--- config.mk ---
export PLATFORM = sky130hd
export DESIGN_NAME = iter_multiply
export DESIGN_NICKNAME = d
export VERILOG_FILES = /design/src/rtl/iter_multiply_pkg.sv /design/src/rtl/iter_multiply_twos_negate.sv /design/src/rtl/iter_multiply.sv
export SDC_FILE = /design/constraint.sdc
export NUM_CORES = 1
export LEC_CHECK = 0
export CAP_MARGIN = 20
export CELL_PAD_IN_SITES_DETAIL_PLACEMENT = 0
export CELL_PAD_IN_SITES_GLOBAL_PLACEMENT = 1
export CORE_MARGIN = 4
export CORE_UTILIZATION = 32
export DETAILED_ROUTE_END_ITERATION = 10
export PLACE_DENSITY_LB_ADDON = 0.12
export RECOVER_POWER = 50
export SLEW_MARGIN = 0
export SYNTH_ARGS = -nofsm -noshare
export SYNTH_HDL_FRONTEND = slang
export SYNTH_SLANG_ARGS = --single-unit
--- constraint.sdc ---
create_clock -name clk -period 17.6 [get_ports clk]
set_input_delay 5.28 -clock clk [delete_from_list [all_inputs] [get_ports clk]]
set_output_delay 5.28 -clock clk [all_outputs]
set_load 0.03 [all_outputs]
--- src/rtl/iter_multiply_pkg.sv ---
// Shared execute-unit definitions for the iterative multiplier.
package iter_multiply_pkg;

    typedef enum logic {
        EXECUTE,
        IDLE
    } mul_state_t;

    localparam int unsigned MUL_WIDTH    = 64;
    localparam int unsigned MUL_CNT_INIT = 64;

endpackage

--- src/rtl/iter_multiply_twos_negate.sv ---
// Conditional two's-complement negation, used for operand magnitudes and product sign fixup.
module twos_negate #(
    parameter int unsigned W = 64
) (
    input  logic [W-1:0] a,
    input  logic         en,
    output logic [W-1:0] result_c
);

    assign result_c = en ? (~a + W'(1)) : a;

endmodule

--- src/rtl/iter_multiply.sv ---
// Radix-2 shift-add multiplier producing the full 2*WIDTH-bit product, signed or unsigned per operand.
module iter_multiply
    import iter_multiply_pkg::*;
#(
    parameter int unsigned WIDTH = MUL_WIDTH,
    parameter int unsigned CNT_W = 8
) (
    input  logic             clk,
    input  logic             rst,
    input  logic             mul_valid,
    input  logic             x_signed,
    input  logic             y_signed,
    input  logic [WIDTH-1:0] x,
    input  logic [WIDTH-1:0] y,
    output logic             mul_data_ok,
    output logic [WIDTH-1:0] mul_lo,
    output logic [WIDTH-1:0] mul_hi
);

    localparam int unsigned PW = 2 * WIDTH;

    mul_state_t       state_q, state_d;
    logic [CNT_W-1:0] cnt_q, cnt_d;
    logic [PW-1:0]    acc_q, acc_d;
    logic [WIDTH-1:0] mcand_q, mcand_d;
    logic             neg_p_q, neg_p_d;
    logic             zero_q, zero_d;
    logic [WIDTH-1:0] lo_q, lo_d;
    logic [WIDTH-1:0] hi_q, hi_d;
    logic             ok_q, ok_d;

    logic             neg_x_c, neg_y_c;
    logic [WIDTH-1:0] mag_x_c, mag_y_c;
    logic [PW-1:0]    prod_c;
    logic [WIDTH:0]   sum_c;

    assign neg_x_c = x_signed & x[WIDTH-1];
    assign neg_y_c = y_signed & y[WIDTH-1];

    twos_negate #(.W(WIDTH)) u_mag_x (.a(x), .en(neg_x_c), .result_c(mag_x_c));
    twos_negate #(.W(WIDTH)) u_mag_y (.a(y), .en(neg_y_c), .result_c(mag_y_c));
    twos_negate #(.W(PW))    u_fix   (.a(acc_q), .en(neg_p_q), .result_c(prod_c));

    // Upper half plus multiplicand when the current multiplier bit is set; carry retained.
    assign sum_c = {1'b0, acc_q[PW-1:WIDTH]} + {1'b0, (acc_q[0] ? mcand_q : WIDTH'(0))};

    always_comb begin
        state_d = state_q;
        cnt_d   = cnt_q;
        acc_d   = acc_q;
        mcand_d = mcand_q;
        neg_p_d = neg_p_q;
        zero_d  = zero_q;
        lo_d    = lo_q;
        hi_d    = hi_q;
        ok_d    = 1'b0;

        case (state_q)
            IDLE: begin
                if (mul_valid) begin
                    state_d = EXECUTE;
                    mcand_d = mag_x_c;
                    acc_d   = {WIDTH'(0), mag_y_c};
                    neg_p_d = neg_x_c ^ neg_y_c;
                    cnt_d   = CNT_W'(WIDTH);
                    zero_d  = (mag_x_c == WIDTH'(0)) || (mag_y_c == WIDTH'(0));
                end
            end
            EXECUTE: begin
                if (zero_q) begin
                    lo_d    = WIDTH'(0);
                    hi_d    = WIDTH'(0);
                    ok_d    = 1'b1;
                    state_d = IDLE;
                end else if (cnt_q == CNT_W'(0)) begin
                    lo_d    = prod_c[WIDTH-1:0];
                    hi_d    = prod_c[PW-1:WIDTH];
                    ok_d    = 1'b1;
                    state_d = IDLE;
                end else begin
                    acc_d = {sum_c, acc_q[WIDTH-1:1]};
                    cnt_d = cnt_q - CNT_W'(1);
                end
            end
        endcase
    end

    always_ff @(posedge clk or posedge rst) begin
        if (rst) begin
            state_q <= IDLE;
            cnt_q   <= '0;
            acc_q   <= '0;
            mcand_q <= '0;
            neg_p_q <= 1'b0;
            zero_q  <= 1'b0;
            lo_q    <= '0;
            hi_q    <= '0;
            ok_q    <= 1'b0;
        end else begin
            state_q <= state_d;
            cnt_q   <= cnt_d;
            acc_q   <= acc_d;
            mcand_q <= mcand_d;
            neg_p_q <= neg_p_d;
            zero_q  <= zero_d;
            lo_q    <= lo_d;
            hi_q    <= hi_d;
            ok_q    <= ok_d;
        end
    end

    assign mul_data_ok = ok_q;
    assign mul_lo      = lo_q;
    assign mul_hi      = hi_q;

endmodule

* Word level (Yosys, flattened, before mapping)
Index checks and enable logic that the tools add are counted.
Storage, ports and cells: flip-flop bits (word level) 332, bits of input ports 133, output and inout bits 129, word-level logic and storage cells 53
Cells by class: $add $sub $neg 5, equal/unequal tests 3, mux-type cells 21, bitwise logic cells 7, reduce and logical (&&, ||, !) cells 8
Operator list (number):
- $mux W128 | 4
- $mux W64 | 7
- $pmux W128 S2 | 1
- $add A128 B1 Y128 const B | 1
- $add A64 B1 Y64 const B | 2
- $logic_not A64 Y1 | 2
- $not A128 Y128 | 1
- $not A64 Y64 | 2
- $add A64 B64 Y65 | 1
- $mux W8 | 3
- $pmux W8 S2 | 1
- $logic_not A8 Y1 | 1
- $sub A8 B1 Y8 const B | 1
- $ne A2 B2 Y1 const B | 3
- $mux W1 | 4
- $reduce_and A2 Y1 | 2
- $reduce_and A3 Y1 | 1
- $and A1 B1 Y1 | 2
- $pmux W1 S2 | 1
- $reduce_bool A2 Y1 | 1
- $logic_or A1 B1 Y1 | 1
- $not A1 Y1 | 1
- $xor A1 B1 Y1 | 1

* Depth between registers and ports, before layout
Gate-level depths: netlist (run 1).
depth after elaboration 5, mapped depth 15, mapped depth without buffers 14

* Hierarchy
A second synthesis (run 1) with hierarchy kept.
Unflattened totals: cell total of the unflattened synthesis 3003, area, all modules 24415.9 sq um
Modules (own cells, without submodules):
- iter_multiply | instances 1, cells an instance 2071, area an instance 17812.1 sq um, sequential area each 8309.2 sq um
- twos_negate (u_fix) | instances 1, cells an instance 520, area an instance 3305.7 sq um, sequential area each 0.0 sq um
- twos_negate (u_mag_x ...) | instances 2, cells an instance 206, area an instance 1649.1 sq um, sequential area each 0.0 sq um

* Worst setup path before layout (run 1)
Ideal clock, no wire load.
path kind in2reg, start in y[0], end reg zero_q, setup time 83 ps, data arrival time 8249 ps, data required time 17517 ps, path slack 9268 ps, cell stages on the path 12, buffers on the path 2, cells stage by stage inv_1 > ha_1 > or4b_1 > or4_1 > clkbuf_1 > nor3b_1 > buf_2 > nand2_1 > o31ai_1 > a31oi_1 > or4_1 > o21ai_0
On the way: cells in the longest elaborated chain, start to end 5
RTL lines:
- start, declared | RTL line iter_multiply.sv:14 | input logic [WIDTH-1:0] y,
- $not A64 Y64 | RTL line iter_multiply_twos_negate.sv:10 | assign result_c = en ? (~a + W'(1)) : a;
- $add A64 B1 Y64 | RTL line iter_multiply_twos_negate.sv:10
- $mux W64 (*) | RTL line iter_multiply_twos_negate.sv:10
- $logic_not A64 Y1 (*) | RTL line iter_multiply.sv:66 | zero_d = (mag_x_c == WIDTH'(0)) || (mag_y_c == WIDTH'(0));
- $logic_or A1 B1 Y1 (*) | RTL line iter_multiply.sv:66
- end signal, assigned | RTL line iter_multiply.sv:105 | zero_q <= zero_d;
- end, declared | RTL line iter_multiply.sv:27 | logic zero_q, zero_d;
Every way passes the cells marked *; elsewhere a longest branch is shown, timed or not. A chain may end at the register's enable or synchronous reset.

==> run summary, run 1 <==
Peak VDD IR = 0.0761 mV
Synth Net Count = 2979
Fmax = 0.0900 GHz
Largest net degree at the start of global routing = 172
Met1 usage = 0.339
Ys flop type = dfrtp_1
Placer congestion estimate = 0.915
Routed Antenna Nets = 0
Wire per inst = 22.1 µm
Largest fanout on the critical path = 100
Core footprint = 0.0715 mm²
Placed cells = 3827
Area of the multi-input gates = 0.0140 mm²
Cells after synthesis = 2774
Synthesis-to-layout area growth = 20.6%
Crit Reg-Reg Startpoint = zero_q$_DFFE_PP0P_
Total CTS buffers = 41
Slowest-stage cell, CP = clkinvlp_2
TritonCTS clock tree = done
Drt drc = 0
Worst Skew = 0.0211 ns
Final slew viol count = 506
RSZ-0062 raised after global routing = no
Reg2reg path depth = 6
Max_slew headroom = -2.19
Largest area contributor in the netlist = dfrtp_1
Starting Density = 0.323
# hold bufs at CTS = 0
Post-synthesis async set-or-reset flop share = 1.00
Final core area utilization = 0.390
Hold WS = 0.465 ns
Clk_lat worst skew = 0.58 ns
Final wirelength = 86300 µm
HP Class = reg2reg
Overflow left after global routing = 0
Syn avg cell area = 8.33 µm²
Worst path top cell family by delay = buffers and inverters
Finished Cell Area = 0.0279 mm²
# nets final = 3127
Critical Setup Path Class = in2async
Global-route wire length before repair = 132000 µm
Clock-pin slew on the worst setup and hold paths = 0.06 ns
Critical Path Stages = 3
WP data required = 17.51 ns
Drt pass-1 iters = 7
Clock buffer depth = 3
Die area = 0.0766 mm²
Synth warn = 0
Post-DP HPWL = 66900 µm
Synth unique cells = 82
Crit path buffers/inverters = 3
Pre-CTS setup slack = 7.69 ns
Vert. Die Dim = 277 µm
Final std cells w/o fill = 3908
Avg Vias per Cell = 5.48
Row cnt = 98
Commonest cells in the netlist = o21ai_0, nand2_1, dfrtp_1
Final worst setup slack = 6.48 ns
Fin crit period = 11.12 ns
Die width = 277 µm
Number of global-route vias before repair = 20700
Area after DPL = 0.0264 mm²
Critical Path Start Type = input port
Worst slew pin tran = 4.79 ns
Num ports = 262
Setup TNS = 0 ns
Number of DRC markers in iteration 0 = 1536
Share of cells above drive strength 1 = 0.0460
Total of max-cap violations = 8
Final Hold Viols = 0
FF+latch count, synth = 332
R2R setup slack = 9.11 ns
Count leader, synth = o21ai_0
Reg area = 0.00831 mm²
Violations in the final reports = capacitance limit, slew limit
PortBufs = 261
Sequential area share after synthesis = 0.360
Arrival time worst endpoint = 11.02 ns
# setup viols final = 0
Vias = 21400
Worst R2R End = mul_hi[30]$_DFFE_PP0P_
Antenna violations before repair = 2
Root buffer cell = clkbuf_16
Critical Path Max Stage Delay = 2.52 ns
# fillers = 7317
Post-synth EDFFs = 0
CP endpoint = acc_q[47]$_DFFE_PP0P_
Most used routing layer = met1
Post-cts sizing count = 0
GRT Util Overall = 0.217
Crit share post-route = 0.632
PD cells = 181 mW/mm²
Area fraction of the dominant cell type after synthesis = 0.358
Met3 Usage GRT = 0.0399
Tot Pwr = 5.06 mW
Outcome = finished, violations left
Largest cells by area after synthesis = dfrtp_1, o21ai_0, xor2_1, nand2_1, xnor2_1
Global Route met2 Usage = 0.313
Static leakage = 11.1 nW
Critical path origin = rst
Postcts setup bufs = 0
CTS sink count = 332
Setup crit end kind = async pin
Post-Synthesis Cell Area = 0.0231 mm²
H-tree levels = 2
CP Cell Sequence = dlygate4sd3_1 -> clkinvlp_2 -> clkbuf_1
## registers in the layout, indices dropped and copies added, names as in the netlist
name	count
mcand_q	64
mul_data_ok	1
neg_p_q	1
state_q	1
cnt_q	8
mul_hi	64
acc_q	128
mul_lo	64
zero_q	1
## power breakdown
part           internal [mW]  switching [mW]
registers               1.14           0.501
logic                   1.00            1.53
clock network          0.541           0.352
total                   2.68            2.38
## cell families (layout without fill, tap and decap cells)
kind of cell,after synthesis,after routing,share of synthesized area
simple gates,990,990,0.216
compound gates,838,838,0.224
flops,332,332,0.360
xor+xnor,322,322,0.122
buf+inv,210,391,0.0342
fa+ha+maj,72,72,0.0393
mux,10,10,0.00455
other cells,0,3,0
## placed cells by master (no fill, tap or decap), types with 13 or more instances in the layout
cell type | Yosys | final
clkdlybuf4s50_1 | 0 | 242
and4_1 | 13 | 13
clkbuf_1 | 161 | 14
nor4_1 | 38 | 38
nand3_1 | 84 | 84
xnor2_1 | 115 | 115
nor2_1 | 141 | 141
a21o_1 | 40 | 40
buf_4 | 0 | 14
o41ai_1 | 27 | 27
inv_1 | 33 | 32
nor2b_1 | 15 | 14
xor2_1 | 207 | 207
nand4_1 | 33 | 33
or4_1 | 28 | 28
or2_2 | 21 | 20
dlygate4sd3_1 | 0 | 19
and2_1 | 75 | 74
o31ai_1 | 102 | 102
a31oi_1 | 37 | 37
nand2b_1 | 24 | 23
a21oi_1 | 112 | 112
o21ai_0 | 363 | 366
nand2_1 | 358 | 358
or3_1 | 40 | 39
a22oi_1 | 56 | 56
dfrtp_1 | 331 | 330
clkbuf_16 | 0 | 41
nor3_1 | 63 | 63
ha_1 | 71 | 71
## routing by layer
layer / vias up / share of wire / routed length (µm)
met3: 78 / 0.057 / 4950
li1: 10400 / - / -
met4: 2 / 0.018 / 1520
met2: 617 / 0.41 / 35500
met5: - / 0.00042 / 36
met1: 10300 / 0.51 / 44300
## worst min-delay path, cell delays in order (launching register included)
cell and delay [ns]:
dfrtp_1 0.33, nand2_1 0.05, nand2_1 0.05
## worst min path at each step
stage	startpoint	to	slack, ns	cells after the start
detailed placement	mcand_q[63]$_DFFE_PP0P_	mcand_q[63]$_DFFE_PP0P_	0.46	2
global placement	mcand_q[14]$_DFFE_PP0P_	mcand_q[14]$_DFFE_PP0P_	0.45	2
global route	mul_hi[33]$_DFFE_PP0P_	mul_hi[33]$_DFFE_PP0P_	0.49	2
CTS	mcand_q[63]$_DFFE_PP0P_	mcand_q[63]$_DFFE_PP0P_	0.47	2
finish	mcand_q[63]$_DFFE_PP0P_	mcand_q[63]$_DFFE_PP0P_	0.47	2
floorplan	mcand_q[14]$_DFFE_PP0P_	mcand_q[14]$_DFFE_PP0P_	0.43	2
## cell type report
class,instances,area share
multi-input combinational,2232,0.503
tap,950,0.0426
inverter,33,0.00449
sequential,332,0.298
clock buffer,63,0.0441
timing repair buffer,282,0.0999
antenna,3,0.000269
clock inverter,13,0.00705
(Power assumes the default switching activity.)
==> run 2, diff against run 1 <==
Clock period 17.6 ns to 10.2 ns, I/O delays scaled along.
==> run summary, run 2 (same netlist as run 1, synthesis figures left out) <==
GRT Util Overall = 0.216 (-0.00148)
Worst Skew = 0.0157 ns (-0.00545 ns)
Total of max-cap violations = 6 (-2)
Clk_lat worst skew = 0.56 ns (-0.02 ns)
Final slew viol count = 402 (-21%)
Crit Reg-Reg Startpoint = zero_q$_DFFE_PP0P_
Vias = 21400 (-0.19%)
Crit share post-route = 0.743
Commonest cells after routing, fill and taps aside = o21ai_0, nand2_1, dfrtp_1
Hold WS = 0.466 ns (+0.000731 ns)
Vert. Die Dim = 277 µm (unchanged)
Worst slew pin tran = 4.22 ns (-0.568 ns)
Critical Setup Path Class = reg2reg
CTS sink count = 332 (unchanged)
Global-route wire length before repair = 131000 µm (-0.92%)
Placer congestion estimate = 0.885 (-3.3%)
Drt pass-1 iters = 5 (-2)
PD cells = 309 mW/mm² (+70%)
Worst R2R End = mul_hi[46]$_DFFE_PP0P_
Number of global-route vias before repair = 20400 (-1.6%)
Biggest register = acc_q
Avg Vias per Cell = 5.49 (+0.14%)
Final Hold Viols = 0 (unchanged)
Final std cells w/o fill = 3895 (-0.33%)
Clock-pin slew on the worst setup and hold paths = 0.06 ns (about the same)
Row cnt = 98 (unchanged)
Max_slew headroom = -1.81 (+0.379)
WP data required = 10.61 ns (-6.90 ns)
Postcts setup bufs = 0 (unchanged)
Die width = 277 µm (unchanged)
Outcome = finished, violations left
Starting Density = 0.323 (unchanged)
Fin crit period = 7.58 ns
Final worst setup slack = 2.62 ns (-3.86 ns)
RSZ-0062 raised after global routing = no
PortBufs = 261 (unchanged)
H-tree levels = 2 (unchanged)
Tot Pwr = 8.57 mW (+69%)
Most common cell after layout, fill and taps aside = o21ai_0
Static leakage = 11.0 nW (-1.2%)
Hold_sp = mcand_q[32]$_DFFE_PP0P_
Root buffer cell = clkbuf_16
WHS Endpoint = mcand_q[32]$_DFFE_PP0P_
Wire per inst = 22.0 µm (-0.52%)
TritonCTS clock tree = done
Largest net degree at the start of global routing = 161 (-6.4%)
Antenna violations before repair = 2 (unchanged)
Synthesis-to-layout area growth = 19.8%
Die area = 0.0766 mm² (unchanged)
Clock buffer depth = 3 (unchanged)
Arrival time worst endpoint = 7.99 ns (-3.03 ns)
Reg2reg path depth = 6 (unchanged)
R2R setup slack = 2.62 ns (-6.49 ns)
Setup crit end kind = register
# setup viols final = 0 (unchanged)
Number of DRC markers in iteration 0 = 1478 (-3.8%)
Num ports = 262 (unchanged)
Peak VDD IR = 0.156 mV (+100%)
Violations in the final reports = capacitance limit, slew limit
HP Class = reg2reg
Share of cells above drive strength 1 = 0.0421 (-0.00392)
Total CTS buffers = 39 (-4.9%)
Routed Antenna Nets = 0 (unchanged)
Setup TNS = 0 ns (unchanged)
Overflow left after global routing = 0 (unchanged)
Post-DP HPWL = 66900 µm (about the same)
Pre-CTS setup slack = 2.54 ns (-5.16 ns)
Final wirelength = 85500 µm (-0.86%)
Max reg flops = 128 (unchanged)
Drt drc = 0 (unchanged)
Post-cts sizing count = 0 (unchanged)
Placed cells = 3830 (+0.078%)
Largest fanout on the critical path = 103 (+3.0%)
Fmax = 0.132 GHz
Hold Path Depth = 2 (unchanged)
# hold bufs at CTS = 0 (unchanged)
Critical Path Start Type = register
Antenna diode count = 0 (-3)
# nets final = 3126 (-0.032%)
Core footprint = 0.0715 mm² (unchanged)
==> run 2: how the worst max path moves through the flow <==
| stage | start | end | slack, ns | cells past startpoint |
|---|---|---|---|---|
| floorplan | rst | acc_q[0]$_DFFE_PP0P_ | 2.71 | 1 |
| global placement | y[0] | zero_q$_DFFE_PP0P_ | 2.60 | 14 |
| detailed placement | y[0] | zero_q$_DFFE_PP0P_ | 2.54 | 14 |
| CTS | y[0] | zero_q$_DFFE_PP0P_ | 3.12 | 14 |
| global route | zero_q$_DFFE_PP0P_ | mul_hi[24]$_DFFE_PP0P_ | 1.77 | 6 |
| finish | zero_q$_DFFE_PP0P_ | mul_hi[46]$_DFFE_PP0P_ | 2.62 | 6 |
==> run 2: layer usage <==
metal | part of all wire | track usage | wire length, µm
met5 | 0 | 0 | 0
met4 | 0.014 | 0.0329 | 1180
met3 | 0.052 | 0.0310 | 4440
met2 | 0.41 | 0.310 | 35300
met1 | 0.52 | 0.346 | 44600
==> run 2: area by class of cell <==
| type | count | area (µm²) |
|---|---|---|
| Fill cell | 7295 | 43800 |
| Multi-Input combinational cell | 2232 | 14000 |
| Sequential cell | 332 | 8310 |
| Timing Repair Buffer | 283 | 2780 |
| Clock buffer | 62 | 1210 |
| Tap cell | 950 | 1190 |
| Inverter | 33 | 128 |
| Clock inverter | 3 | 40.0 |
==> run 2: critical path: stages, from the launching register on <==
cell and delay, ns:
dfrtp_1 0.35, clkbuf_1 0.84, a31oi_1 0.79, or2_1 1.79
clkbuf_1 3.05, nand2_1 0.25, o31ai_1 0.19
==> run 2: power by group <==
part | switching, mW | internal [mW] | leakage, nW
Sequential | 0.823 | 1.97 | 4.22
Combinational | 2.64 | 1.74 | 6.14
Clock | 0.559 | 0.835 | 0.618
==> run 2: metrics by stage <==
| stage | cell area [µm²] | utilization |
|---|---|---|
| 4_1_cts | 27700 | 0.388 |
| 5_1_grt | 27700 | 0.387 |
| 3_5_place_dp | 26500 | 0.370 |
| 3_3_place_gp | 26500 | 0.370 |
| 2_1_floorplan | 23100 | - |
| 6_report | 27700 | 0.387 |
